File: config.mk
export PLATFORM = sky130hd
export DESIGN_NAME = cond_wb_stage
export DESIGN_NICKNAME = d
export VERILOG_FILES = /design/src/rtl/cond_wb_stage.sv
export SDC_FILE = /design/constraint.sdc
export NUM_CORES = 1
export LEC_CHECK = 0
export CORE_ASPECT_RATIO = 0.9
export CORE_MARGIN = 1.5
export CORE_UTILIZATION = 37
export CTS_CLUSTER_SIZE = 25
export DETAILED_ROUTE_END_ITERATION = 10
export GPL_ROUTABILITY_DRIVEN = 0
export PLACE_DENSITY_LB_ADDON = 0.1
export RECOVER_POWER = 50
export SYNTH_ARGS = -nofsm -noshare
export SYNTH_HDL_FRONTEND = slang
export SYNTH_SLANG_ARGS = --single-unit
File: constraint.sdc
create_clock -name clk -period 1.85 [get_ports clk]
set_input_delay 0.185 -clock clk [delete_from_list [all_inputs] [get_ports clk]]
set_output_delay 0.185 -clock clk [all_outputs]
set_load 0.02 [all_outputs]
File: src/rtl/cond_wb_stage.sv
// ---------------------------------------------------------------------------
// cond_wb_stage
//   Conditional-execution stage between the ALU and writeback. It holds the
//   architectural flag register, decides whether each incoming instruction
//   executes by testing its condition field against the current flags, gates
//   the write/branch controls accordingly, and registers the result for the
//   downstream stage behind a one-entry valid/ready pipeline register.
//   Squashed instructions are still forwarded, so transaction order is kept.
//
// Optional feature:
//   COND_SQUASH_CNT_EN  when defined, SquashCount counts squashed accepts
//                       and saturates at 16'hFFFF; otherwise it reads zero.
//
// Ports
//   clk         clock, all state on the rising edge
//   reset       asynchronous active-low reset
//   in_valid    upstream transaction valid
//   in_ready    stage can accept this cycle (combinational)
//   ALUResult   ALU result
//   ALUFlags    ALU flags {C,Z,N,V}
//   Cond        condition field
//   FlagW       [1] updates N,Z ; [0] updates C,V
//   RegW/MemW/PCS  unconditional control requests
//   Rd          destination register
//   out_valid   registered transaction available
//   out_ready   downstream accepts the registered transaction
//   Result_q/Rd_q  registered result and destination
//   RegWrite/MemWrite/PCSrc  condition-gated controls (registered)
//   Flags       architectural flags {C,Z,N,V}
//   SquashCount squashed-transaction counter
// ---------------------------------------------------------------------------
module cond_wb_stage #(
  parameter int RD_W = 4
) (
  input  logic            clk,
  input  logic            reset,
  input  logic            in_valid,
  output logic            in_ready,
  input  logic [7:0]      ALUResult,
  input  logic [3:0]      ALUFlags,
  input  logic [3:0]      Cond,
  input  logic [1:0]      FlagW,
  input  logic            RegW,
  input  logic            MemW,
  input  logic            PCS,
  input  logic [RD_W-1:0] Rd,
  output logic            out_valid,
  input  logic            out_ready,
  output logic [7:0]      Result_q,
  output logic [RD_W-1:0] Rd_q,
  output logic            RegWrite,
  output logic            MemWrite,
  output logic            PCSrc,
  output logic [3:0]      Flags,
  output logic [15:0]     SquashCount
);

  // Flag bit positions inside the {C,Z,N,V} vector.
  localparam int FC = 3;
  localparam int FZ = 2;
  localparam int FN = 1;
  localparam int FV = 0;

  // Condition evaluation against a flag vector {C,Z,N,V}.
  function automatic logic cond_check(input logic [3:0] cond, input logic [3:0] f);
    logic c, z, n, v, res;
    c = f[FC];
    z = f[FZ];
    n = f[FN];
    v = f[FV];
    case (cond)
      4'b0000: res = z;
      4'b0001: res = ~z;
      4'b0010: res = c;
      4'b0011: res = ~c;
      4'b0100: res = n;
      4'b0101: res = ~n;
      4'b0110: res = v;
      4'b0111: res = ~v;
      4'b1000: res = c & ~z;
      4'b1001: res = ~c | z;
      4'b1010: res = (n == v);
      4'b1011: res = (n != v);
      4'b1100: res = ~z & (n == v);
      4'b1101: res = z | (n != v);
      4'b1110: res = 1'b1;
      default: res = 1'b0;  // 1111 never executes
    endcase
    return res;
  endfunction

  logic            out_valid_r;
  logic [7:0]      result_r;
  logic [RD_W-1:0] rd_r;
  logic            regwrite_r;
  logic            memwrite_r;
  logic            pcsrc_r;
  logic [3:0]      flags_r;

  logic            accept_s;
  logic            cond_ex_s;
  logic [3:0]      flags_nxt_s;

  // Handshake and condition decode; condition uses pre-update flags.
  always_comb begin
    in_ready  = ~out_valid_r | out_ready;
    accept_s  = in_valid & in_ready;
    cond_ex_s = cond_check(Cond, flags_r);
  end

  // Next flag value: only an executed, accepted instruction may write flags.
  always_comb begin
    flags_nxt_s = flags_r;
    if (accept_s && cond_ex_s) begin
      if (FlagW[1]) begin
        flags_nxt_s[FZ] = ALUFlags[FZ];
        flags_nxt_s[FN] = ALUFlags[FN];
      end else begin
        flags_nxt_s[FZ] = flags_r[FZ];
        flags_nxt_s[FN] = flags_r[FN];
      end
      if (FlagW[0]) begin
        flags_nxt_s[FC] = ALUFlags[FC];
        flags_nxt_s[FV] = ALUFlags[FV];
      end else begin
        flags_nxt_s[FC] = flags_r[FC];
        flags_nxt_s[FV] = flags_r[FV];
      end
    end else begin
      flags_nxt_s = flags_r;
    end
  end

  // Architectural flag register.
  always_ff @(posedge clk or negedge reset) begin
    if (!reset) begin
      flags_r <= 4'b0000;
    end else begin
      flags_r <= flags_nxt_s;
    end
  end

  // Output pipeline register: load on accept, clear valid when drained empty.
  always_ff @(posedge clk or negedge reset) begin
    if (!reset) begin
      out_valid_r <= 1'b0;
      result_r    <= 8'h00;
      rd_r        <= '0;
      regwrite_r  <= 1'b0;
      memwrite_r  <= 1'b0;
      pcsrc_r     <= 1'b0;
    end else if (accept_s) begin
      out_valid_r <= 1'b1;
      result_r    <= ALUResult;
      rd_r        <= Rd;
      regwrite_r  <= RegW & cond_ex_s;
      memwrite_r  <= MemW & cond_ex_s;
      pcsrc_r     <= PCS & cond_ex_s;
    end else if (out_ready) begin
      out_valid_r <= 1'b0;
    end
  end

`ifdef COND_SQUASH_CNT_EN
  logic [15:0] squash_cnt_r;

  // Saturating count of accepted-but-squashed instructions.
  always_ff @(posedge clk or negedge reset) begin
    if (!reset) begin
      squash_cnt_r <= 16'h0000;
    end else if (accept_s && !cond_ex_s && (squash_cnt_r != 16'hFFFF)) begin
      squash_cnt_r <= squash_cnt_r + 16'h0001;
    end
  end

  assign SquashCount = squash_cnt_r;
`else
  assign SquashCount = 16'h0000;
`endif

  assign out_valid = out_valid_r;
  assign Result_q  = result_r;
  assign Rd_q      = rd_r;
  assign RegWrite  = regwrite_r;
  assign MemWrite  = memwrite_r;
  assign PCSrc     = pcsrc_r;
  assign Flags     = flags_r;

endmodule

==> flow_metrics.tcl, run 1 <==
set metrics [dict create \
    synth_edf_count 0 \
    drive_gt1_share_pct 28.5 \
    intPower_mw 1.11 \
    hold_violations 0 \
    insertion_delay_ns 0.29 \
    grtUsageTotal_pct 15.5 \
    swShare_pct 35.9 \
    postLayoutCellArea_um2 1770 \
    fin_skew_ns 0.00368 \
    gr-total-overflow 0 \
    hold_class "primary input to flop" \
    synth_top_cell_area_share_pct 44.5 \
    antenna_found_initial 0 \
    htree_levels 1 \
    path_clk_slew_ns 0.10 \
    switchingPower_uw 622 \
    die_h_um 55.3 \
    setup_tns_ns -0.204 \
    pwr-share-comb_pct 51.8 \
    whs_ns 0.489 \
    drt_iter0_drc 9 \
    leakage_nw 0.733 \
    layout.nets 189 \
    worst_setup_path_end_kind "flop" \
    max-clock-path-buffers 2 \
    core.rowCount 18 \
    rr_startpoint "Flags[1]" \
    yosysWarnings 0 \
    worstPathRequired_ns 2.03 \
    post-route-min-period_ns 1.91 \
    io_pins 66 \
    clock_sinks 20 \
    timing.fmax_mhz 523 \
    io_buffers 49 \
    hold_start "MemW" \
    cts_tree "yes" \
    synth.area.top_cells "dfrtp_1 44%, mux2_2 17%, buf_4 11%" \
    dp_hpwl_mm 1.96 \
    worst_pin_slew_ns 1.04 \
    synth_cell_type_count 32 \
    cts_buffers 3 \
    nFillCells 242 \
    ys_async_sr_fraction_pct 100 \
    setup_viol 4 \
    cp_max_fo 9 \
    rsz0062_at_grt "true" \
    synthFlopType "dfrtp_1" \
    route.detailed.drc 0 \
    status "complete, but fails checks" \
    max_stage_delay_ns 0.53 \
    dr.pass1.iters 4 \
    slowest_stage "clkdlybuf4s50_1" \
    core_um2 2820 \
    fin_crit_sh_pct 103 \
    wire_per_inst_um 13.4 \
    ant_nets 0 \
    critPathLaunchType "primary input" \
    regToRegSetupSlack_ns -0.04 \
    vias_per_cell 4.87 \
    netlist_instances 100 \
    violations "setup timing" \
    syn_avg_cell_area_um2 11.2 \
    worst_slack_ns -0.0631 \
    vias 964 \
    dp_cells 193 \
    slew_viol_final 0 \
    diodes 0 \
    fin_cells 198 \
    syn-cell-area_um2 1120 \
    path_class "primary input to flop" \
    drt-total-wl_mm 2.64 \
    relSlewSlack_pct 30.6 \
    start_util_pct 40.0 \
    cap_violations 0 \
    dieArea_um2 3380 \
    ys_seq_area_share_pct 44.5 \
    die_w_um 61.1 \
    cp_data_arrival_time_ns 2.09 \
    p_clk_share_pct 11.0 \
    place_area_um2 1660 \
    crit_chain "clkdlybuf4s50_1 -> buf_4 -> nand2_1 -> or3_4 -> a211oi_4 -> o31ai_2 -> mux2_2" \
    synth_area_leader_cell "dfrtp_1" \
    critical_path.startpoint "Cond[3]" \
    vdd_drop_max_mv 0.610 \
    grt_max_degree 21 \
    seq_power_share_pct 37.2 \
    final_cell_mix "47 x clkdlybuf4s50_1, 18 x dfrtp_1, 17 x mux2_2" \
    grt_pass1_vias 913 \
    cts_root_buf "clkbuf_4" \
    grt_pass1_wl_mm 4.02 \
    syn_to_final_growth_pct 57.1 \
    layout_commonest_cell "clkdlybuf4s50_1" \
    power_per_cell_area_nw_per_um2 979 \
    ys_ff_latch 20 \
]
==> worst max-delay path, delay by kind of cell <==
kind                   cells  cell delay, ns
buffers and inverters      2            0.73
AOI/OAI and AO/OA          2            0.45
and+or+nand+nor            2            0.43
muxes                      1            0.29
==> per-stage QoR <==
step,power (mW),worst slack (ns),utilization (%)
3_3_place_gp,1.42,-0.320,59.1
5_1_grt,1.85,-0.118,62.8
2_1_floorplan,1.05,0.0323,-
3_5_place_dp,1.44,-0.406,59.1
4_1_cts,1.72,-0.0337,62.2
6_report,1.73,-0.0631,62.8
==> synth_stat cells (all sizes together), types with 2 or more instances <==
master	instances
dfrtp	20
buf	19
mux2	17
a22o	3
nand2	3
nand2b	3
nand3	3
nor2	3
o31ai	3
a31oi	2
clkbuf	2
nor4b	2
or3	2
==> power by group through the flow <==
| stage | Clock, mW | Combinational [mW] | Sequential (mW) |
|---|---|---|---|
| after floorplan | 0 | 0.283 | 0.763 |
| after global placement | 0 | 0.784 | 0.636 |
| after detailed placement | 0 | 0.800 | 0.643 |
| after CTS | 0.208 | 0.872 | 0.641 |
| after global routing | 0.225 | 0.960 | 0.660 |
| final | 0.191 | 0.897 | 0.643 |
==> sequential cells by signal, summed over array words and instances (netlist names) <==
register,count
Flags,4
MemWrite,1
PCSrc,1
Rd_q,4
RegWrite,1
Result_q,8
out_valid,1
==> routing by layer <==
layer | wire length, um | share of wire (%) | GRT usage, % | vias up
li1 | - | - | - | 451
met1 | 1060 | 40 | 19.0 | 469
met5 | 0 | 0 | 0 | -
met4 | 27 | 1.0 | 4.04 | 0
met2 | 1400 | 53 | 25.8 | 40
met3 | 161 | 6.1 | 4.68 | 4
==> cell families after synthesis <==
logic type                after synthesis  share of synthesized area (%)
and+or+nand+nor                        25                           13.8
muxes                                  18                           17.9
xor gates and xnor gates                1                          0.779
buffers and inverters                  22                           13.2
AOI/OAI and AO/OA                      13                           9.45
DFF                                    20                           44.5
other                                   1                          0.333
==> repair_timing <==
item / CTS / global route
setup buffers: 2 / 0
hold buffers: 0 / 0
setup endpoints to repair: 4 / 7
pin swaps: 2 / 3
gates resized for setup: 11 / 5
==> final cells by class <==
cell class              instances  area [um2]  share of cell area [%]
inverters                       1        3.75                   0.212
multi-input cells              73         614                    34.8
flip-flops and latches         20         503                    28.5
well taps                      40        50.0                    2.83
clock buffers                   3        22.5                    1.27
repair buffers                 61         573                    32.4
==> worst paths after layout <==
check | end | cells past startpoint
max | Flags[0] | 7
max reg2reg | Flags[0] | 5
max in group asynchronous | Flags[0] | 2
min | MemWrite | 2
min in group asynchronous | Rd_q[3] | 2
min reg2reg | Rd_q[3] | 1
(Power assumes the default switching activity.)
==> run 2: changes to the inputs <==
--- a/config.mk
+++ b/config.mk
@@ -6,7 +6,6 @@
 export NUM_CORES = 1
 export LEC_CHECK = 0
 export CORE_ASPECT_RATIO = 0.9
-export CORE_MARGIN = 1.5
 export CORE_UTILIZATION = 37
 export CTS_CLUSTER_SIZE = 25
 export DETAILED_ROUTE_END_ITERATION = 10
==> flow_metrics.tcl, run 2 (synthesis results as in run 1) <==
set metrics [dict create \
    drt_iter0_drc 15 \
    wire_per_inst_um 12.7 \
    largest_reg_flops 8 \
    rr_startpoint "Flags[0]" \
    core.rowCount 18 \
    insertion_delay_ns 0.28 \
    dp_hpwl_mm 1.92 \
    hold_class "primary input to flop" \
    hold_violations 0 \
    antenna_found_initial 0 \
    grtUsageTotal_pct 15.7 \
    nFillCells 236 \
    final_cell_mix "47 x clkdlybuf4s50_1, 18 x dfrtp_1, 16 x conb_1" \
    dr.pass1.iters 4 \
    whs_ns 0.500 \
    worst_pin_slew_ns 1.03 \
    worstPathRequired_ns 2.03 \
    grt_pass1_wl_mm 3.75 \
    violations "setup timing" \
    drt-total-wl_mm 2.52 \
    diodes 0 \
    cts_root_buf "clkbuf_4" \
    io_pins 66 \
    critPathLaunchType "flop" \
    grt_max_degree 21 \
    rsz0062_at_grt "true" \
    grt_pass1_vias 832 \
    start_util_pct 40.0 \
    path_clk_slew_ns 0.10 \
    cp_data_arrival_time_ns 2.11 \
    worst_slack_ns -0.0801 \
    clock_sinks 20 \
    fin_util_pct 64.1 \
    multiInputGateArea_um2 648 \
    die_w_um 60.1 \
    route.detailed.drc 0 \
    vias_per_cell 4.78 \
    slew_viol_final 0 \
    syn_to_final_growth_pct 60.4 \
    path_class "flop to flop" \
    drive_gt1_share_pct 27.8 \
    hold_start "MemW" \
    vias 947 \
    worst_setup_path_end_kind "flop" \
    io_buffers 49 \
    holdBufCountCts 0 \
    setup_viol 5 \
    leakage_nw 0.739 \
    cts_tree "yes" \
    cts_buffers 3 \
    regArea_um2 503 \
    ant_nets 0 \
    timing.fmax_mhz 518 \
    dieArea_um2 3260 \
    core_um2 2820 \
    power_per_cell_area_nw_per_um2 971 \
    fin_skew_ns 0.000858 \
    layout.nets 189 \
    die_h_um 54.3 \
    relSlewSlack_pct 31.6 \
    vdd_drop_max_mv 0.673 \
    cap_violations 0 \
    critical_path.startpoint "Flags[0]" \
    gr-total-overflow 0 \
    htree_levels 1 \
    layout_commonest_cell "clkdlybuf4s50_1" \
    setup_tns_ns -0.277 \
    dp_slack_ns -0.409 \
    max-clock-path-buffers 2 \
    post-route-min-period_ns 1.93 \
    cp_max_fo 5 \
    status "complete, but fails checks" \
    fin_crit_sh_pct 104 \
]
[run 2: cell types whose count changed in the layout (fill, tap and decap cells not counted), moves of 2 or more]
cell     before  now
mux2_2       17   15
o31ai_2       3    0
buf_6         0    2
buf_4         9    7
o31ai_4       0    3
mux2_4        0    2
[run 2: final timing paths]
path / slack (ns) / depth (start not counted) / endpoint
worst max-delay path: -0.08 / 6 / Flags[3]
worst min-delay path: 0.50 / 2 / MemWrite
worst max register to register: -0.08 / 6 / Flags[3]
worst min register to register: 0.51 / 1 / Result_q[4]
max in group asynchronous: 0.58 / 2 / Flags[1]
min in group asynchronous: 0.59 / 2 / Result_q[3]
[run 2: what timing repair did]
action                     4_1_cts  5_1_grt
buffers inserted                 0        2
hold endpoints to repair         0        0
resized for setup                9       14
cloned                           0        0
pin swaps                        2        7
setup endpoints to repair        4        7
[run 2: layout make-up]
class                   count  area share (%)
clock buffers               3            1.25
inverters                   1           0.208
multi-input cells          73            35.9
flip-flops and latches     20            27.9
well taps                  40            2.77
repair buffers             61            32.0
[run 2: routing by layer]
| metal | up-vias | part of all wire (%) | global-route usage (%) |
|---|---|---|---|
| met3 | 2 | 7.4 | 4.73 |
| met1 | 446 | 39 | 18.2 |
| met5 | - | 0 | 0 |
| met2 | 49 | 53 | 28.4 |
| met4 | 0 | 0.40 | 3.49 |
| li1 | 450 | - | - |
[run 2: worst max-delay path, cell delays in order, from the launching register on]
cell and delay [ns]:
dfrtp_2 0.47, buf_6 0.14, nor4bb_2 0.28, nor2_1 0.12, a211oi_4 0.41, o31ai_4 0.10, mux2_4 0.31
[run 2: per-stage QoR]
| step | power, mW | cell area (um2) | instances |
|---|---|---|---|
| after floorplan | 1.05 | 1180 | 115 |
| after global placement | 1.42 | 1660 | 193 |
| after detailed placement | 1.44 | 1660 | 193 |
| after CTS | 1.68 | 1720 | 196 |
| after global routing | 1.86 | 1800 | 198 |
| final | 1.75 | 1800 | 198 |
[run 2: where the power goes]
| part | internal, mW | leakage [nW] | total, mW | switching [mW] |
|---|---|---|---|---|
| Sequential | 0.543 | 0.236 | 0.648 | 0.105 |
| Combinational | 0.514 | 0.489 | 0.914 | 0.400 |
| Clock | 0.0756 | 0.0138 | 0.190 | 0.114 |
